--- src/rtl/lcd_pkg.sv ---
// -----------------------------------------------------------------------------
// lcd_pkg
// Shared definitions for the HD44780-compatible character-LCD controller:
//   - FSM state encoding
//   - HD44780 command byte constants
//   - power-on init ROM entry type and the hard-wired init table
//   - small helpers used to size and load the shared down-counter
// Used by lcd_char_ctrl (top) and lcd_cmd_fifo.
// -----------------------------------------------------------------------------
package lcd_pkg;

    typedef enum logic [2:0] {
        ST_INIT,
        ST_IDLE,
        ST_SETUP,
        ST_EN_HI,
        ST_EN_LO,
        ST_WAIT
    } lcd_state_t;

    localparam logic [7:0] CMD_CLEAR    = 8'h01;
    localparam logic [7:0] CMD_HOME     = 8'h02;
    localparam logic [7:0] CMD_HOME_ALT = 8'h03;  // home with the don't-care bit set
    localparam logic [7:0] CMD_FUNC8    = 8'h38;
    localparam logic [7:0] CMD_FUNC4    = 8'h28;
    localparam logic [7:0] CMD_DISP_OFF = 8'h08;
    localparam logic [7:0] CMD_ENTRY    = 8'h06;
    localparam logic [7:0] CMD_DISP_ON  = 8'h0C;
    localparam logic [7:0] CMD_WAKE8    = 8'h30;  // "function set 8-bit" wake-up byte
    localparam logic [7:0] CMD_WAKE4    = 8'h20;  // high nibble 0x2 switches the panel to 4-bit

    // One init step. 'single' sends only the high nibble on a 4-bit bus;
    // 'long_wait' forces the clear/home wait after the strobe.
    typedef struct packed {
        logic [7:0] data;
        logic       single;
        logic       long_wait;
    } init_entry_t;

    localparam logic [3:0] INIT_LEN8 = 4'd8;
    localparam logic [3:0] INIT_LEN4 = 4'd9;

    function automatic int clamp1(input int v);
        return (v < 1) ? 1 : v;
    endfunction

    function automatic int max2(input int a, input int b);
        return (a > b) ? a : b;
    endfunction

    function automatic init_entry_t init_entry(input logic four_bit, input logic [3:0] idx);
        init_entry_t e;
        e.data      = 8'h00;
        e.single    = 1'b0;
        e.long_wait = 1'b0;
        if (four_bit) begin
            case (idx)
                4'd0, 4'd1, 4'd2: begin e.data = CMD_WAKE8; e.single = 1'b1; e.long_wait = 1'b1; end
                4'd3:             begin e.data = CMD_WAKE4; e.single = 1'b1; e.long_wait = 1'b1; end
                4'd4:             e.data = CMD_FUNC4;
                4'd5:             e.data = CMD_DISP_OFF;
                4'd6:             e.data = CMD_CLEAR;
                4'd7:             e.data = CMD_ENTRY;
                4'd8:             e.data = CMD_DISP_ON;
                default:          e.data = 8'h00;
            endcase
        end else begin
            case (idx)
                4'd0, 4'd1, 4'd2: begin e.data = CMD_WAKE8; e.long_wait = 1'b1; end
                4'd3:             e.data = CMD_FUNC8;
                4'd4:             e.data = CMD_DISP_OFF;
                4'd5:             e.data = CMD_CLEAR;
                4'd6:             e.data = CMD_ENTRY;
                4'd7:             e.data = CMD_DISP_ON;
                default:          e.data = 8'h00;
            endcase
        end
        return e;
    endfunction

endpackage

--- src/rtl/lcd_cmd_fifo.sv ---
// -----------------------------------------------------------------------------
// lcd_cmd_fifo
// Synchronous FIFO holding {rs, data} entries for the LCD controller.
// Read data is registered: rd_data holds the popped entry from the clock edge
// after rd_en until the next pop.
// Ports:
//   clk      in   clock
//   rst_n    in   asynchronous active-low reset (pointers and count only)
//   wr_en    in   push request; ignored while full
//   wr_data  in   entry to push
//   full     out  no free entry
//   rd_en    in   pop request; ignored while empty
//   rd_data  out  last popped entry
//   empty    out  no stored entry
// -----------------------------------------------------------------------------
module lcd_cmd_fifo
    import lcd_pkg::*;
#(
    parameter int DEPTH = 16,
    parameter int WIDTH = 9
) (
    input  logic             clk,
    input  logic             rst_n,
    input  logic             wr_en,
    input  logic [WIDTH-1:0] wr_data,
    output logic             full,
    input  logic             rd_en,
    output logic [WIDTH-1:0] rd_data,
    output logic             empty
);

    localparam int AW = (DEPTH < 2) ? 1 : $clog2(DEPTH);

    logic [WIDTH-1:0] mem [DEPTH];
    logic [AW-1:0]    wr_ptr;
    logic [AW-1:0]    rd_ptr;
    logic [AW:0]      count;
    logic             push;
    logic             pop;

    assign full  = (count == (AW+1)'(DEPTH));
    assign empty = (count == '0);
    // A full FIFO never takes a write, even when a pop happens on the same edge.
    assign push  = wr_en && !full;
    assign pop   = rd_en && !empty;

    always_ff @(posedge clk or negedge rst_n) begin
        if (!rst_n) begin
            wr_ptr <= '0;
            rd_ptr <= '0;
            count  <= '0;
        end else begin
            if (push) wr_ptr <= wr_ptr + 1'b1;
            if (pop)  rd_ptr <= rd_ptr + 1'b1;
            case ({push, pop})
                2'b10:   count <= count + 1'b1;
                2'b01:   count <= count - 1'b1;
                default: count <= count;
            endcase
        end
    end

    always_ff @(posedge clk) begin
        if (push) mem[wr_ptr] <= wr_data;
        if (pop)  rd_data     <= mem[rd_ptr];
    end

endmodule

--- src/rtl/lcd_char_ctrl.sv ---
// -----------------------------------------------------------------------------
// lcd_char_ctrl
// HD44780-compatible character-LCD write controller with a command/data FIFO,
// 8-bit or 4-bit bus, and all strobe/execution timing generated in hardware.
// Optional feature macro: LCD_INIT_EN -- when defined, a hard-wired power-on
// init sequence runs after reset before queued writes are sent.
// Ports:
//   clk_clk        in   system clock
//   reset_reset_n  in   asynchronous active-low reset
//   wr_valid       in   write request
//   wr_ready       out  FIFO not full; write accepted on wr_valid && wr_ready
//   wr_rs          in   0 = command, 1 = character data
//   wr_data[7:0]   in   byte to send
//   busy           out  FIFO non-empty, FSM not idle, or init running
//   lcd_rs         out  LCD register select
//   lcd_rw         out  LCD read/write, always 0 (write-only)
//   lcd_en         out  LCD enable strobe
//   lcd_data[7:0]  out  LCD data; in 4-bit mode nibble on [7:4], [3:0] = 0
// -----------------------------------------------------------------------------
module lcd_char_ctrl
    import lcd_pkg::*;
#(
    parameter int BUS_WIDTH   = 8,
    parameter int FIFO_DEPTH  = 16,
    parameter int TAS_CYC     = 4,
    parameter int EN_CYC      = 12,
    parameter int EXEC_CYC    = 2000,
    parameter int CLEAR_CYC   = 80000,
    parameter int POWERUP_CYC = 750000
) (
    input  logic       clk_clk,
    input  logic       reset_reset_n,
    input  logic       wr_valid,
    output logic       wr_ready,
    input  logic       wr_rs,
    input  logic [7:0] wr_data,
    output logic       busy,
    output logic       lcd_rs,
    output logic       lcd_rw,
    output logic       lcd_en,
    output logic [7:0] lcd_data
);

    // Any BUS_WIDTH other than 4 builds the 8-bit bus.
    localparam logic FOUR_BIT = (BUS_WIDTH == 4);

    localparam int MAX_CYC = max2(max2(clamp1(TAS_CYC), clamp1(EN_CYC)),
                                  max2(max2(clamp1(EXEC_CYC), clamp1(CLEAR_CYC)),
                                       clamp1(POWERUP_CYC)));
    localparam int CNT_W   = $clog2(MAX_CYC + 1);

    // A timed state lasts N cycles when entered with the counter at N-1.
    // Setup after a FIFO pop gets one extra count: the first cycle is spent
    // waiting for the registered FIFO read before lcd_rs/lcd_data are driven.
    localparam logic [CNT_W-1:0] TAS_POP_LD = CNT_W'(clamp1(TAS_CYC));
    localparam logic [CNT_W-1:0] TAS_LD     = CNT_W'(clamp1(TAS_CYC) - 1);
    localparam logic [CNT_W-1:0] EN_LD      = CNT_W'(clamp1(EN_CYC) - 1);
    localparam logic [CNT_W-1:0] EXEC_LD    = CNT_W'(clamp1(EXEC_CYC) - 1);
    localparam logic [CNT_W-1:0] CLEAR_LD   = CNT_W'(clamp1(CLEAR_CYC) - 1);
    localparam logic [CNT_W-1:0] PWR_LD     = CNT_W'(clamp1(POWERUP_CYC) - 1);
    localparam logic [CNT_W-1:0] CNT_ONE    = CNT_W'(1);

    lcd_state_t       state;
    logic [CNT_W-1:0] cnt;
    logic             cur_rs;
    logic [7:0]       cur_byte;
    logic             long_wait;
    logic             lo_pending;   // 4-bit: high nibble sent, low nibble still to go
    logic             load;         // FIFO read data becomes valid this cycle
    logic             long_now;

    logic             fifo_full;
    logic             fifo_empty;
    logic             fifo_pop;
    logic [8:0]       fifo_head;

`ifdef LCD_INIT_EN
    localparam logic [3:0] ROM_LEN = FOUR_BIT ? INIT_LEN4 : INIT_LEN8;
    logic [3:0]  rom_idx;
    init_entry_t rom_e;
    assign rom_e = init_entry(FOUR_BIT, rom_idx);
`endif

    lcd_cmd_fifo #(
        .DEPTH (FIFO_DEPTH),
        .WIDTH (9)
    ) u_fifo (
        .clk     (clk_clk),
        .rst_n   (reset_reset_n),
        .wr_en   (wr_valid),
        .wr_data ({wr_rs, wr_data}),
        .full    (fifo_full),
        .rd_en   (fifo_pop),
        .rd_data (fifo_head),
        .empty   (fifo_empty)
    );

    assign wr_ready = !fifo_full;
    assign fifo_pop = (state == ST_IDLE) && !fifo_empty;
    assign busy     = !fifo_empty || (state != ST_IDLE);
    assign lcd_rw   = 1'b0;

    // Clear and home need the long execution wait; init wake-up bytes force it too.
    assign long_now = long_wait ||
                      (!cur_rs && (cur_byte == CMD_CLEAR || cur_byte == CMD_HOME ||
                                   cur_byte == CMD_HOME_ALT));

    always_ff @(posedge clk_clk or negedge reset_reset_n) begin
        if (!reset_reset_n) begin
`ifdef LCD_INIT_EN
            state   <= ST_INIT;
            cnt     <= PWR_LD;
            rom_idx <= '0;
`else
            state   <= ST_IDLE;
            cnt     <= '0;
`endif
            cur_rs     <= 1'b0;
            cur_byte   <= 8'h00;
            long_wait  <= 1'b0;
            lo_pending <= 1'b0;
            load       <= 1'b0;
            lcd_rs     <= 1'b0;
            lcd_en     <= 1'b0;
            lcd_data   <= 8'h00;
        end else begin
            load <= 1'b0;
            case (state)
                ST_INIT: begin
`ifdef LCD_INIT_EN
                    if (cnt != '0) begin
                        cnt <= cnt - CNT_ONE;
                    end else if (rom_idx == ROM_LEN) begin
                        state <= ST_IDLE;
                    end else begin
                        cur_rs     <= 1'b0;
                        cur_byte   <= rom_e.data;
                        long_wait  <= rom_e.long_wait;
                        lo_pending <= FOUR_BIT && !rom_e.single;
                        lcd_rs     <= 1'b0;
                        lcd_data   <= FOUR_BIT ? {rom_e.data[7:4], 4'h0} : rom_e.data;
                        rom_idx    <= rom_idx + 1'b1;
                        cnt        <= TAS_LD;
                        state      <= ST_SETUP;
                    end
`else
                    state <= ST_IDLE;
`endif
                end

                ST_IDLE: begin
                    if (!fifo_empty) begin
                        load  <= 1'b1;
                        cnt   <= TAS_POP_LD;
                        state <= ST_SETUP;
                    end
                end

                ST_SETUP: begin
                    if (load) begin
                        cur_rs     <= fifo_head[8];
                        cur_byte   <= fifo_head[7:0];
                        long_wait  <= 1'b0;
                        lo_pending <= FOUR_BIT;
                        lcd_rs     <= fifo_head[8];
                        lcd_data   <= FOUR_BIT ? {fifo_head[7:4], 4'h0} : fifo_head[7:0];
                    end
                    if (cnt != '0) begin
                        cnt <= cnt - CNT_ONE;
                    end else begin
                        lcd_en <= 1'b1;
                        cnt    <= EN_LD;
                        state  <= ST_EN_HI;
                    end
                end

                ST_EN_HI: begin
                    if (cnt != '0) begin
                        cnt <= cnt - CNT_ONE;
                    end else begin
                        lcd_en <= 1'b0;
                        cnt    <= EN_LD;
                        state  <= ST_EN_LO;
                    end
                end

                ST_EN_LO: begin
                    if (cnt != '0) begin
                        cnt <= cnt - CNT_ONE;
                    end else if (lo_pending) begin
                        lo_pending <= 1'b0;
                        lcd_data   <= {cur_byte[3:0], 4'h0};
                        cnt        <= TAS_LD;
                        state      <= ST_SETUP;
                    end else begin
                        cnt   <= long_now ? CLEAR_LD : EXEC_LD;
                        state <= ST_WAIT;
                    end
                end

                ST_WAIT: begin
                    if (cnt != '0) begin
                        cnt <= cnt - CNT_ONE;
                    end else begin
`ifdef LCD_INIT_EN
                        state <= (rom_idx == ROM_LEN) ? ST_IDLE : ST_INIT;
`else
                        state <= ST_IDLE;
`endif
                    end
                end

                default: state <= ST_IDLE;
            endcase
        end
    end

endmodule
--- config.mk ---
export PLATFORM = sky130hd
export DESIGN_NAME = lcd_char_ctrl
export DESIGN_NICKNAME = d
export VERILOG_FILES = /design/src/rtl/lcd_pkg.sv /design/src/rtl/lcd_cmd_fifo.sv /design/src/rtl/lcd_char_ctrl.sv
export SDC_FILE = /design/constraint.sdc
export NUM_CORES = 1
export LEC_CHECK = 0
export ABC_AREA = 1
export BUFFER_PORTS_ARGS = -buffer_cell sky130_fd_sc_hd__buf_2
export CAP_MARGIN = 30
export CORE_AREA = 2 2 195 197
export CTS_CLUSTER_SIZE = 24
export DETAILED_ROUTE_END_ITERATION = 10
export DIE_AREA = 0 0 197 199
export GPL_TIMING_DRIVEN = 1
export MAX_ROUTING_LAYER = met4
export PLACE_DENSITY = 0.37
export SYNTH_ARGS = -nofsm -noshare
export SYNTH_HDL_FRONTEND = slang
export SYNTH_SLANG_ARGS = --single-unit
--- constraint.sdc ---
create_clock -name clk_clk -period 2.44 [get_ports clk_clk]
set_input_delay 0.122 -clock clk_clk [delete_from_list [all_inputs] [get_ports clk_clk]]
set_output_delay 0.122 -clock clk_clk [all_outputs]
set_load 0.02 [all_outputs]
==> results of run 1 <==
[logic make-up after synthesis]
family          Yosys count
simple gates            400
flops                   208
compound gates          135
buf+inv                  91
xor+xnor                 17
fa+ha+maj                14
mux                       8
other cells               1
[worst max-delay path, cell delays in order, from the launching register on]
cell	delay [ns]
sky130_fd_sc_hd__dfstp_2	0.56
sky130_fd_sc_hd__nand3_2	0.11
sky130_fd_sc_hd__inv_2	0.08
sky130_fd_sc_hd__nand2_2	0.06
sky130_fd_sc_hd__inv_2	0.08
sky130_fd_sc_hd__ha_4	0.16
sky130_fd_sc_hd__inv_1	0.07
sky130_fd_sc_hd__fa_2	0.33
sky130_fd_sc_hd__inv_2	0.07
sky130_fd_sc_hd__a21oi_1	0.05
sky130_fd_sc_hd__nor2_1	0.09
sky130_fd_sc_hd__nor2_1	0.06
sky130_fd_sc_hd__nand2_1	0.05
sky130_fd_sc_hd__nand2_1	0.06
sky130_fd_sc_hd__nor2_2	0.12
sky130_fd_sc_hd__xor2_1	0.14
[routing by layer]
metal  track usage, %  wire, µm  up-vias
met4             3.73       586        0
li1                 -         -     3104
met1             18.0     12000     3067
met2             20.2     10600       84
met5                -         0        -
met3             1.80       680       36
[Yosys cell counts]
| master | count |
|---|---|
| sky130_fd_sc_hd__a21oi_1 | 8 |
| sky130_fd_sc_hd__buf_1 | 3 |
| sky130_fd_sc_hd__buf_2 | 9 |
| sky130_fd_sc_hd__buf_4 | 2 |
| sky130_fd_sc_hd__buf_6 | 2 |
| sky130_fd_sc_hd__clkbuf_1 | 16 |
| sky130_fd_sc_hd__clkinv_1 | 2 |
| sky130_fd_sc_hd__conb_1 | 1 |
| sky130_fd_sc_hd__dfrtp_1 | 54 |
| sky130_fd_sc_hd__dfstp_2 | 1 |
| sky130_fd_sc_hd__edfxtp_1 | 153 |
| sky130_fd_sc_hd__fa_1 | 1 |
| sky130_fd_sc_hd__ha_1 | 13 |
| sky130_fd_sc_hd__inv_1 | 54 |
| sky130_fd_sc_hd__inv_2 | 3 |
| sky130_fd_sc_hd__mux2i_1 | 8 |
| sky130_fd_sc_hd__nand2_1 | 187 |
| sky130_fd_sc_hd__nand2_2 | 3 |
| sky130_fd_sc_hd__nand3_1 | 33 |
| sky130_fd_sc_hd__nand3_2 | 1 |
| sky130_fd_sc_hd__nand3_4 | 1 |
| sky130_fd_sc_hd__nand3b_2 | 1 |
| sky130_fd_sc_hd__nand4_1 | 7 |
| sky130_fd_sc_hd__nand4_2 | 1 |
| sky130_fd_sc_hd__nor2_1 | 149 |
| sky130_fd_sc_hd__nor2_2 | 6 |
| sky130_fd_sc_hd__nor2_4 | 2 |
| sky130_fd_sc_hd__nor3_1 | 5 |
| sky130_fd_sc_hd__o211ai_1 | 31 |
| sky130_fd_sc_hd__o21ai_0 | 84 |
| sky130_fd_sc_hd__o21ai_1 | 1 |
| sky130_fd_sc_hd__o21ai_2 | 2 |
| sky130_fd_sc_hd__o21bai_1 | 1 |
| sky130_fd_sc_hd__o221ai_1 | 8 |
| sky130_fd_sc_hd__or2_2 | 4 |
| sky130_fd_sc_hd__xnor2_1 | 2 |
| sky130_fd_sc_hd__xor2_1 | 15 |
[final timing paths]
kind / endpoint / slack [ns] / cells after the start
max: u_fifo.count[4]$_DFFE_PN0P_ / 0.27 / 15
min: u_fifo.mem[12][3]$_DFFE_PP_ / 0.02 / 1
min reg2reg: lcd_data[4]$_DFFE_PN0P_ / 0.47 / 2
max in group asynchronous: u_fifo.rd_ptr[1]$_DFFE_PN0P_ / 1.60 / 3
max reg2reg: u_fifo.count[4]$_DFFE_PN0P_ / 0.27 / 15
min in group asynchronous: u_fifo.count[2]$_DFFE_PN0P_ / 0.26 / 3
[area by class of cell]
| cell class | count | area, µm² |
|---|---|---|
| Timing Repair Buffer | 64 | 485 |
| Tap cell | 474 | 593 |
| Fill cell | 3859 | 26100 |
| Clock inverter | 11 | 101 |
| Multi-Input combinational cell | 575 | 2880 |
| Inverter | 59 | 221 |
| Sequential cell | 208 | 5970 |
| Clock buffer | 38 | 727 |
[sequential cells by signal, indices dropped and copies added (netlist names)]
name            cells
cnt                20
cur_byte            8
lcd_en              1
cur_rs              1
u_fifo.count        5
u_fifo.mem        144
lcd_data            8
u_fifo.rd_ptr       4
load                1
u_fifo.rd_data      9
state               3
u_fifo.wr_ptr       4
[what timing repair did]
item | 4_1_cts | 5_1_grt
gates resized for setup | 0 | 9
setup endpoints to repair | 0 | 1
hold endpoints to repair | 183 | 0
hold buffers | 10 | 0
[per-stage QoR]
stage                     total power, mW  hold slack [ns]  area [µm²]  setup slack, ns
after floorplan                      4.71           -0.174        9210            0.117
after global placement               5.06            0.353       10000           0.0995
after detailed placement             5.05            0.354       10000           0.0694
after CTS                            8.86         0.000612       11000           0.0671
after global routing                 9.12           0.0286       11000           0.0116
final                                8.72           0.0163       11000            0.275
[report_power, final]
part,internal (mW),switching (mW),leakage [nW]
combinational,0.229,0.528,1.90
clock,2.19,1.55,0.402
sequential,4.12,0.103,2.03
==> results by group, run 1 <==
Status
  – Status: finished, final reports clean

Detailed routing
  – DR pass1 iterations: 5
  – Total number of vias: 6291
  – Post-DR vias/cell: 4.40
  – Antenna-violating nets left: 0
  – Starting DRC count in detailed routing: 340
  – Residual DRC: 0
  – Average detailed-routed wire length per instance: 16.7 µm
  – Wire length after detailed routing: 23.9 mm

Critical path
  – Endpoint type of the worst setup path: flop
  – Startpoint-to-endpoint class of the critical path: flop to flop
  – CP Launch Point: state[0]$_DFFE_PN1P_
  – Data arrival time of the critical path: 2.65 ns
  – Worst path required time: 2.92 ns
  – Maximum net fanout on the critical path: 5
  – Critical Path Source Type: flop
  – Source of the worst register-to-register timing path: state[0]$_DFFE_PN1P_

Timing
  – Slew @ Worst Pin: 0.793 ns
  – Hold Violations, Final: 0
  – Headroom to the max-slew limit: 47.2%
  – RSZ-0062 raised after global routing: false
  – Slew Viols, Final: 0
  – Max frequency: 0.462 GHz
  – Share of the clock period used by the worst path after layout: 88.7%
  – Final number of setup-violating endpoints: 0
  – Accumulated negative setup slack: 0 ns
  – Setup clock skew after layout: 0.0121 ns
  – Final Critical Period: 2.17 ns

Clock tree
  – H-tree depth reported by CTS: 1
  – Clock insertion delay at the later pin of the skew report: 0.55 ns
  – Clock tree root driver cell: sky130_fd_sc_hd__clkbuf_16
  – Clock input transition at the sequential cells of the worst setup and hold paths: 0.06 ns
  – Number of clock sinks seen by CTS: 208
  – TritonCTS buffer count: 27
  – CTS tree: built
  – Number of buffers inserted by post-CTS setup repair: 0
  – Deepest clock path buffer count: 3

Global route
  – Wire length of the first global-routing pass: 38.2 mm
  – Global routing usage summed across all routing layers: 13.1%
  – Largest net degree at the start of global routing: 65
  – Grt total ovfl: 0
  – Vias in the first global route: 6382
  – Antenna violations before repair: 0

Power and ir drop
  – Leakage power summed over all cells: 4.33 nW
  – Worst vdd ir: 0.000523 V
  – Pwr Density: 794 nW/µm²

Synth
  – Area leader, netlist: sky130_fd_sc_hd__edfxtp_1
  – Proportion of netlist area held by the largest area contributor: 49.9%
  – Yosys warnings: 0
  – Synthesized Nets: 900
  – Syn Std Cell Area: 9210 µm²
  – Multiplexer fraction of the synthesized cell area: 0.870%
  – Fraction of the mapped netlist area in adder cells: 1.98%
  – Xor and xnor area share after synthesis: 1.62%
  – Ranking of synthesized cells by area: sky130_fd_sc_hd__edfxtp_1 (50%), sky130_fd_sc_hd__dfrtp_1 (15%), sky130_fd_sc_hd__nand2_1 (7.6%)
  – Count of distinct cell types in the synthesized netlist: 37
  – Combinational family with the most area after synthesis: simple AND/OR/NAND/NOR gates
  – Number of synthesized register bits: 208
  – Post-Syn Area per Cell: 10.5 µm²
  – Synthesized instance count: 874
  – Post-synthesis share of cell area spent on and, or, nand and nor gates: 17.9%
  – Sequential share of the synthesized area: 64.9%
  – Post-synthesis compound-gate area fraction: 8.62%

Floorplan
  – Floorplan Core Area: 37100 µm²
  – Starting Density: 24.8%
  – Die Area: 39200 µm²
  – Count of pins on the block boundary: 25
  – Die X: 197 µm
  – Number of rows created at floorplan: 71
  – DIE HEIGHT: 199 µm

Finish
  – Non-filler cells, final: 1429
  – Most frequent standard cell in the layout excluding fill and tap cells: sky130_fd_sc_hd__nand2_1
  – Growth of design area from synthesis to finish: 19.3%
  – Final core area utilization: 29.6%
  – Net count of the finished layout: 961
  – Fraction of final layout cells sized beyond drive strength 1: 13.2%
  – Top library cells by usage in the layout, fill and taps aside: sky130_fd_sc_hd__nand2_1 (186), sky130_fd_sc_hd__edfxtp_1 (153), sky130_fd_sc_hd__nor2_1 (148), sky130_fd_sc_hd__o21ai_0 (84), sky130_fd_sc_hd__dfrtp_1 (52)
  – Inserted Diodes: 0

Placed design
  – Final HPWL from detailed placement: 15.0 mm
  – Buffers on Ports: 23
  – RePlAce Congestion: 0.748
  – Cell count after placement: 1370

Min path
  – Critical hold path startpoint: wr_data[3]
  – Worst hold path type: input pin to flop

Flow run
  – Max capacitance violation total: 0
No activity file was read; power rests on OpenSTA's default activity.
==> inputs of run 2 (changes only) <==
CORE_AREA = 2 2 201 203   (was 2 2 195 197)
DIE_AREA = 0 0 203 205   (was 0 0 197 199)
SYNTH_HIERARCHICAL = 1   (was not set)
==> run 2 against run 1 <==
Setup slack worse by 0.020 ns. Clock skew down 0.0037 ns. Register-to-register slack worse by 0.02 ns. Largest cell class unchanged.
==> results by group, run 2 <==
Critical path
  – Crit path cell chain: nor2_2 -> nand4_1 -> inv_2 -> nor2_4 -> nand2_2 -> inv_4 -> ha_2 -> buf_4 -> ha_4 -> or2_2 -> nand3_1 -> nand2_1 -> nand2_1 -> nand2_1
  – Total stage count of the critical path: 14
  – Delay-heaviest family, CP: simple AND/OR/NAND/NOR gates
  – Biggest cell delay along the critical path: 0.40 ns
  – Data arrival time of the critical path: 2.61 ns
  – Maximum net fanout on the critical path: 4
  – Worst Reg-to-Reg Cells: 14
  – Critical Path Source Type: flop
  – Standard cell with the maximum stage delay on the critical path: sky130_fd_sc_hd__dfrtp_1
  – Source of the worst register-to-register timing path: u_fifo/count[2]$_DFFE_PN0P_
  – Endpoint type of the worst setup path: flop
  – CP Buf/Inv Count: 3
  – Reg-to-reg critical path endpoint: u_fifo/count[4]$_DFFE_PN0P_
  – Worst path required time: 2.86 ns
  – CP most frequent cell: sky130_fd_sc_hd__nand2_1
  – Internal reg-to-reg setup slack: 0.25 ns
  – Startpoint-to-endpoint class of the critical path: flop to flop

Timing
  – Slew @ Worst Pin: 0.540 ns
  – Worst path setup slack after routing: 0.255 ns
  – Accumulated negative setup slack: 0 ns
  – Final number of setup-violating endpoints: 0
  – Final Critical Period: 2.19 ns
  – Slew Viols, Final: 0
  – Max frequency: 0.458 GHz
  – Headroom to the max-slew limit: 63.9%
  – Final worst hold slack: 0.0256 ns
  – RSZ-0062 raised after global routing: false
  – Hold Violations, Final: 0
  – Share of the clock period used by the worst path after layout: 89.6%
  – Setup clock skew after layout: 0.00839 ns

Detailed routing
  – Average detailed-routed wire length per instance: 15.3 µm
  – Wire length after detailed routing: 25.5 mm
  – DR pass1 iterations: 7
  – Post-DR vias/cell: 4.05
  – Total number of vias: 6741
  – Starting DRC count in detailed routing: 391
  – Antenna-violating nets left: 0
  – Residual DRC: 0

Placed design
  – Cell count after placement: 1613
  – Worst setup timing slack at the placement stage: 0.133 ns
  – Buffers on Ports: 23
  – Final HPWL from detailed placement: 16.3 mm
  – RePlAce Congestion: 0.761

Finish
  – Top library cells by usage in the layout, fill and taps aside: sky130_fd_sc_hd__nand2_1 (419), sky130_fd_sc_hd__edfxtp_1 (153), sky130_fd_sc_hd__inv_1 (104), sky130_fd_sc_hd__nor2_1 (103), sky130_fd_sc_hd__nand3_1 (81)
  – Max reg flops: 144
  – Non-filler cells, final: 1665
  – Regs by FF count: u_fifo/mem (144), cnt (20), u_fifo/rd_data (9)
  – Filler Cell Count: 4101
  – Top register by number of flip-flops: u_fifo/mem
  – Inserted Diodes: 0
  – Growth of design area from synthesis to finish: 18.8%
  – Net count of the finished layout: 1147
  – Fraction of final layout cells sized beyond drive strength 1: 13.0%
  – Most frequent standard cell in the layout excluding fill and tap cells: sky130_fd_sc_hd__nand2_1

Power and ir drop
  – Sw Ratio: 40.7%
  – Clock network fraction of design power: 25.9%
  – Sw Pwr: 6.15 mW
  – Leakage power summed over all cells: 5.20 nW
  – Pwr Density: 1300 nW/µm²
  – Sequential power share: 32.9%
  – Int Pwr: 8.94 mW
  – Combinational share of power: 41.2%
  – Worst vdd ir: 0.000527 V

Min path
  – Count of cells along the worst hold path: 1
  – Worst hold path type: input pin to flop
  – Critical hold path startpoint: wr_data[2]
  – Hold endpoint: u_fifo/mem[15][2]$_DFFE_PP_

Floorplan
  – Floorplan Core Area: 39400 µm²
  – Number of rows created at floorplan: 73
  – DIE HEIGHT: 205 µm
  – Starting Density: 24.8%
  – Die Area: 41600 µm²
  – Die X: 203 µm
  – Count of pins on the block boundary: 25

Synth
  – Area leader, netlist: sky130_fd_sc_hd__edfxtp_1
  – Syn Std Cell Area: 9770 µm²
  – EDFF count, synth: 153
  – Ranking of synthesized cells by area: sky130_fd_sc_hd__edfxtp_1 (47%), sky130_fd_sc_hd__nand2_1 (16%), sky130_fd_sc_hd__dfrtp_1 (14%)
  – Synthesized Nets: 1083
  – Synthesized instance count: 1057
  – Commonest cells in the synthesized netlist: sky130_fd_sc_hd__nand2_1 (421), sky130_fd_sc_hd__edfxtp_1 (153), sky130_fd_sc_hd__inv_1 (106)
  – Main flop type after synthesis: sky130_fd_sc_hd__edfxtp_1
  – Number of synthesized register bits: 208
  – Post-Syn Area per Cell: 9.24 µm²
  – Proportion of netlist area held by the largest area contributor: 47.0%
  – FFs w/ async S/R, synth: 26.4%
  – Sequential share of the synthesized area: 61.2%
  – Yosys warnings: 6
  – Most frequently used cell type in the post-synthesis netlist: sky130_fd_sc_hd__nand2_1
  – Count of distinct cell types in the synthesized netlist: 36

Flow run
  – Max capacitance violation total: 0

Status
  – Status: finished, final reports clean

Clock tree
  – Deepest clock path buffer count: 3
  – Clock tree root driver cell: sky130_fd_sc_hd__clkbuf_16
  – Number of clock sinks seen by CTS: 208
  – Clock input transition at the sequential cells of the worst setup and hold paths: 0.06 ns
  – TritonCTS buffer count: 26
  – H-tree depth reported by CTS: 1
  – Clock insertion delay at the later pin of the skew report: 0.53 ns
  – CTS tree: built

Global route
  – Antenna violations before repair: 0
  – Global routing usage summed across all routing layers: 12.8%
  – Wire length of the first global-routing pass: 39.5 mm
  – Vias in the first global route: 6323
  – Largest net degree at the start of global routing: 76
  – Grt total ovfl: 0
[run 2: final cells by class]
cell class | count | area [µm²] | share of cell area [%]
Inverter | 121 | 462 | 3.98
Tap cell | 525 | 657 | 5.66
Clock buffer | 36 | 739 | 6.38
Multi-Input combinational cell | 700 | 3190 | 27.5
Timing Repair Buffer | 64 | 453 | 3.91
Sequential cell | 208 | 5970 | 51.5
Clock inverter | 11 | 128 | 1.10
[run 2: power groups by stage]
stage | registers [mW] | logic, mW | clock network (mW)
final | 4.97 | 6.21 | 3.91
after global placement | 5.03 | 6.26 | 0
after global routing | 5.05 | 7.09 | 4.18
after floorplan | 5.04 | 4.29 | 0
after detailed placement | 5.03 | 6.25 | 0
after CTS | 4.97 | 6.26 | 4.04
[run 2: metrics by stage]
stage | instance area, µm² | power, mW | util [%]
detailed placement | 10700 | 11.3 | 27.1
global route | 11600 | 16.3 | 29.5
floorplan | 9770 | 9.33 | -
finish | 11600 | 15.1 | 29.5
CTS | 11500 | 15.3 | 29.3
global placement | 10700 | 11.3 | 27.1
[run 2: routing by layer]
metal  track usage [%]  vias up  part of all wire [%]  wire length [µm]
met4              2.89        0                   1.9               486
met3              2.12       29                   3.3               850
met1              18.6     3134                    52             13300
li1                  -     3489                     -                 -
met5                 -        -                     0                 0
met2              18.7       89                    43             10900
[run 2: kinds of logic (layout without fill, tap and decap cells)]
logic type	count (synthesis)	count (layout)	synth area share, %
compound gates	24	24	1.31
xor+xnor	15	15	1.35
fa+ha+maj	14	14	1.87
buf+inv	149	232	6.56
flops	208	208	61.2
other cells	1	1	0.0384
simple gates	646	646	27.7
[run 2: repair_timing]
action | 4_1_cts | 5_1_grt
hold endpoints to repair | 54 | 0
buffers inserted | 0 | 3
setup endpoints to repair | 0 | 2
resized for setup | 0 | 7
hold buffers | 2 | 0
[run 2: worst max path at each step]
stage                                      startpoint                           to  slack [ns]
after detailed placement  u_fifo/count[2]$_DFFE_PN0P_  u_fifo/count[4]$_DFFE_PN0P_        0.13
after global placement           state[0]$_DFFE_PN1P_  u_fifo/count[4]$_DFFE_PN0P_        0.17
final                     u_fifo/count[2]$_DFFE_PN0P_  u_fifo/count[4]$_DFFE_PN0P_        0.25
after CTS                 u_fifo/count[2]$_DFFE_PN0P_  u_fifo/count[4]$_DFFE_PN0P_        0.11
after floorplan                  state[0]$_DFFE_PN1P_  u_fifo/count[4]$_DFFE_PN0P_        0.02
after global routing      u_fifo/count[2]$_DFFE_PN0P_  u_fifo/count[4]$_DFFE_PN0P_        0.04
==> inputs of run 3 (changes only) <==
ABC_AREA = 0   (was 1)
CORE_AREA = 2 2 195 197   (was 2 2 201 203)
DIE_AREA = 0 0 197 199   (was 0 0 203 205)
==> run 3 against run 2 <==
The flow now finishes with violations (setup timing). Die area fell by 5.8%. Power fell by 43%. Routed wire length fell by 15%. Highest routed layer unchanged. Clock power fell by 11%. Register-to-register slack got worse by 0.62 ns.
==> results by group, run 3 <==
Clock tree
  – H-tree depth reported by CTS: 1
  – TritonCTS buffer count: 26
  – CTS tree: built
  – Clock input transition at the sequential cells of the worst setup and hold paths: 0.06 ns
  – Deepest clock path buffer count: 3
  – Clock tree root driver cell: sky130_fd_sc_hd__clkbuf_16
  – Number of clock sinks seen by CTS: 208
  – Clock insertion delay at the later pin of the skew report: 0.56 ns

Timing
  – Slew Viols, Final: 0
  – Final Critical Period: 2.80 ns
  – Accumulated negative setup slack: -0.604 ns
  – RSZ-0062 raised after global routing: true
  – Max frequency: 0.357 GHz
  – Worst path setup slack after routing: -0.364 ns
  – Slew @ Worst Pin: 0.917 ns
  – Share of the clock period used by the worst path after layout: 115%
  – Hold Violations, Final: 0
  – Final number of setup-violating endpoints: 4
  – Setup clock skew after layout: 0.0295 ns
  – Headroom to the max-slew limit: 38.7%

Synth
  – Area leader, netlist: sky130_fd_sc_hd__edfxtp_1
  – Commonest cells in the synthesized netlist: sky130_fd_sc_hd__edfxtp_1 (153), sky130_fd_sc_hd__nand2_1 (78), sky130_fd_sc_hd__dfrtp_1 (54)
  – Ranking of synthesized cells by area: sky130_fd_sc_hd__edfxtp_1 (50%), sky130_fd_sc_hd__dfrtp_1 (15%), sky130_fd_sc_hd__mux4_2 (4.4%)
  – Synthesized instance count: 649
  – Sequential share of the synthesized area: 65.3%
  – Proportion of netlist area held by the largest area contributor: 50.2%
  – Syn Std Cell Area: 9140 µm²
  – Synthesized Nets: 675
  – Yosys warnings: 6
  – Post-Syn Area per Cell: 14.1 µm²
  – Most frequently used cell type in the post-synthesis netlist: sky130_fd_sc_hd__edfxtp_1
  – Count of distinct cell types in the synthesized netlist: 74
  – Main flop type after synthesis: sky130_fd_sc_hd__edfxtp_1
  – Number of synthesized register bits: 208
  – EDFF count, synth: 153
  – FFs w/ async S/R, synth: 26.4%

Min path
  – Hold endpoint: u_fifo/wr_ptr[0]$_DFFE_PN0P_
  – Count of cells along the worst hold path: 4
  – Critical hold path startpoint: wr_valid
  – Worst hold path type: input pin to flop

Floorplan
  – Die X: 197 µm
  – DIE HEIGHT: 199 µm
  – Floorplan Core Area: 37100 µm²
  – Starting Density: 24.6%
  – Die Area: 39200 µm²
  – Number of rows created at floorplan: 71
  – Count of pins on the block boundary: 25

Detailed routing
  – Wire length after detailed routing: 21.7 mm
  – Residual DRC: 0
  – Average detailed-routed wire length per instance: 17.6 µm
  – Starting DRC count in detailed routing: 351
  – Total number of vias: 5579
  – Post-DR vias/cell: 4.51
  – DR pass1 iterations: 4
  – Antenna-violating nets left: 0

Finish
  – Regs by FF count: u_fifo/mem (144), cnt (20), u_fifo/rd_data (9)
  – Inserted Diodes: 0
  – Growth of design area from synthesis to finish: 22.2%
  – Most frequent standard cell in the layout excluding fill and tap cells: sky130_fd_sc_hd__edfxtp_1
  – Fraction of final layout cells sized beyond drive strength 1: 26.2%
  – Filler Cell Count: 3736
  – Top register by number of flip-flops: u_fifo/mem
  – Multi-input combinational cell area: 3010 µm²
  – Net count of the finished layout: 771
  – Seq. cell area: 5970 µm²
  – Max reg flops: 144
  – Final core area utilization: 30.1%
  – Top library cells by usage in the layout, fill and taps aside: sky130_fd_sc_hd__edfxtp_1 (153), sky130_fd_sc_hd__nand2_1 (78), sky130_fd_sc_hd__buf_4 (65), sky130_fd_sc_hd__dfrtp_1 (53), sky130_fd_sc_hd__nor2_1 (32)

Critical path
  – Source of the worst register-to-register timing path: u_fifo/count[0]$_DFFE_PN0P_
  – Data arrival time of the critical path: 3.25 ns
  – Reg-to-reg critical path endpoint: u_fifo/count[4]$_DFFE_PN0P_
  – Worst Reg-to-Reg Cells: 13
  – Internal reg-to-reg setup slack: -0.36 ns
  – Worst path required time: 2.88 ns
  – Startpoint-to-endpoint class of the critical path: flop to flop
  – Maximum net fanout on the critical path: 3
  – Endpoint type of the worst setup path: flop
  – Critical Path Source Type: flop

Global route
  – Grt total ovfl: 0
  – Global routing met2 resource utilization: 18.7%
  – Antenna violations before repair: 0
  – GR Util met1: 15.4%
  – GR peak layer: met2
  – Vias in the first global route: 5826
  – Global routing usage summed across all routing layers: 11.7%
  – Largest net degree at the start of global routing: 31
  – Wire length of the first global-routing pass: 34.1 mm
  – Grt met3 use: 2.07%

Power and ir drop
  – Worst vdd ir: 0.000538 V
  – Leakage power summed over all cells: 4.28 nW
  – Sum of internal, switching and leakage power: 8.67 mW
  – Pwr Density: 775 nW/µm²

Placed design
  – RePlAce Congestion: 0.797
  – Final HPWL from detailed placement: 15.0 mm
  – Buffers on Ports: 23

Status
  – Violations in the final reports: setup timing
  – Status: finished, violations left

Flow run
  – Max capacitance violation total: 0
-- run 3: cell count changes after synthesis, sizes merged, moves of 9 or more --
cell	change
nand2	-347
inv	-96
nor2	-88
nand3	-76
mux2i	+29
a21oi	+27
mux4	+18
o21ai	+15
mux2	+11
a221oi	+10
a22oi	+10
nor3	+10
a31oi	+9
nor4	+9
-- run 3: worst max path at each step --
stage	start	endpoint	slack [ns]
floorplan	u_fifo/count[0]$_DFFE_PN0P_	u_fifo/count[4]$_DFFE_PN0P_	-0.44
CTS	u_fifo/count[2]$_DFFE_PN0P_	u_fifo/count[4]$_DFFE_PN0P_	-0.38
global placement	u_fifo/count[2]$_DFFE_PN0P_	u_fifo/count[4]$_DFFE_PN0P_	-0.31
global route	u_fifo/count[2]$_DFFE_PN0P_	u_fifo/count[4]$_DFFE_PN0P_	-0.48
finish	u_fifo/count[0]$_DFFE_PN0P_	u_fifo/count[4]$_DFFE_PN0P_	-0.36
detailed placement	u_fifo/count[1]$_DFFE_PN0P_	u_fifo/count[4]$_DFFE_PN0P_	-0.41
-- run 3: logic make-up (layout without fill, tap and decap cells) --
kind of cell               Yosys count  in the layout  share of synthesized area, %
DFF                                208            208                          65.3
and+or+nand+nor                    180            180                          10.3
AOI/OAI and AO/OA                  123            123                          9.37
muxes                               58             58                          8.96
buffers and inverters               54            167                          2.96
adders and majority gates           14             14                          2.00
xor gates and xnor gates            11             11                          1.05
other                                1              1                        0.0410
-- run 3: layer usage --
metal | share of wire, % | vias up
met3 | 3.9 | 36
met5 | 0 | -
li1 | - | 2646
met1 | 47 | 2806
met4 | 2.5 | 0
met2 | 46 | 91
-- run 3: area by class of cell --
class,instances,area share [%]
clock inverter,10,0.761
clock buffer,35,6.21
sequential,208,53.4
multi-input combinational,387,26.9
inverter,22,0.739
timing repair buffer,100,6.65
tap,474,5.31
-- run 3: critical path, cell delays in order (launching register included) --
cell,delay [ns]
sky130_fd_sc_hd__dfrtp_1,0.38
sky130_fd_sc_hd__nor4_2,0.06
sky130_fd_sc_hd__and2b_2,0.20
sky130_fd_sc_hd__or4b_4,0.49
sky130_fd_sc_hd__inv_2,0.07
sky130_fd_sc_hd__nor2b_4,0.16
sky130_fd_sc_hd__ha_4,0.16
sky130_fd_sc_hd__inv_2,0.04
sky130_fd_sc_hd__fa_2,0.34
sky130_fd_sc_hd__nor2b_2,0.12
sky130_fd_sc_hd__o21ai_2,0.08
sky130_fd_sc_hd__nand3_2,0.07
sky130_fd_sc_hd__or3b_4,0.38
sky130_fd_sc_hd__xnor2_1,0.13
-- run 3: power breakdown --
| part | leakage, nW | internal, mW | switching (mW) |
|---|---|---|---|
| Sequential | 2.03 | 4.13 | 0.124 |
| Clock | 0.370 | 2.00 | 1.48 |
| Combinational | 1.88 | 0.409 | 0.530 |
| Total | 4.28 | 6.54 | 2.13 |
-- run 3: per-stage QoR --
stage | setup slack, ns | std cells | hold slack, ns | area (µm²)
floorplan | -0.439 | 649 | -0.174 | 9190
global placement | -0.311 | 1163 | 0.157 | 10100
detailed placement | -0.413 | 1173 | 0.161 | 10200
CTS | -0.385 | 1231 | 0.0206 | 11100
global route | -0.485 | 1236 | 0.0624 | 11200
finish | -0.364 | 1236 | 0.0430 | 11200
-- run 3: what timing repair did --
action / in CTS / in global routing
endpoints found under the setup margin: 3 / 18
hold buffers: 10 / 0
hold endpoints to repair: 165 / 0
buffers inserted: 3 / 5
gates resized for setup: 5 / 10
pin swaps: 5 / 5
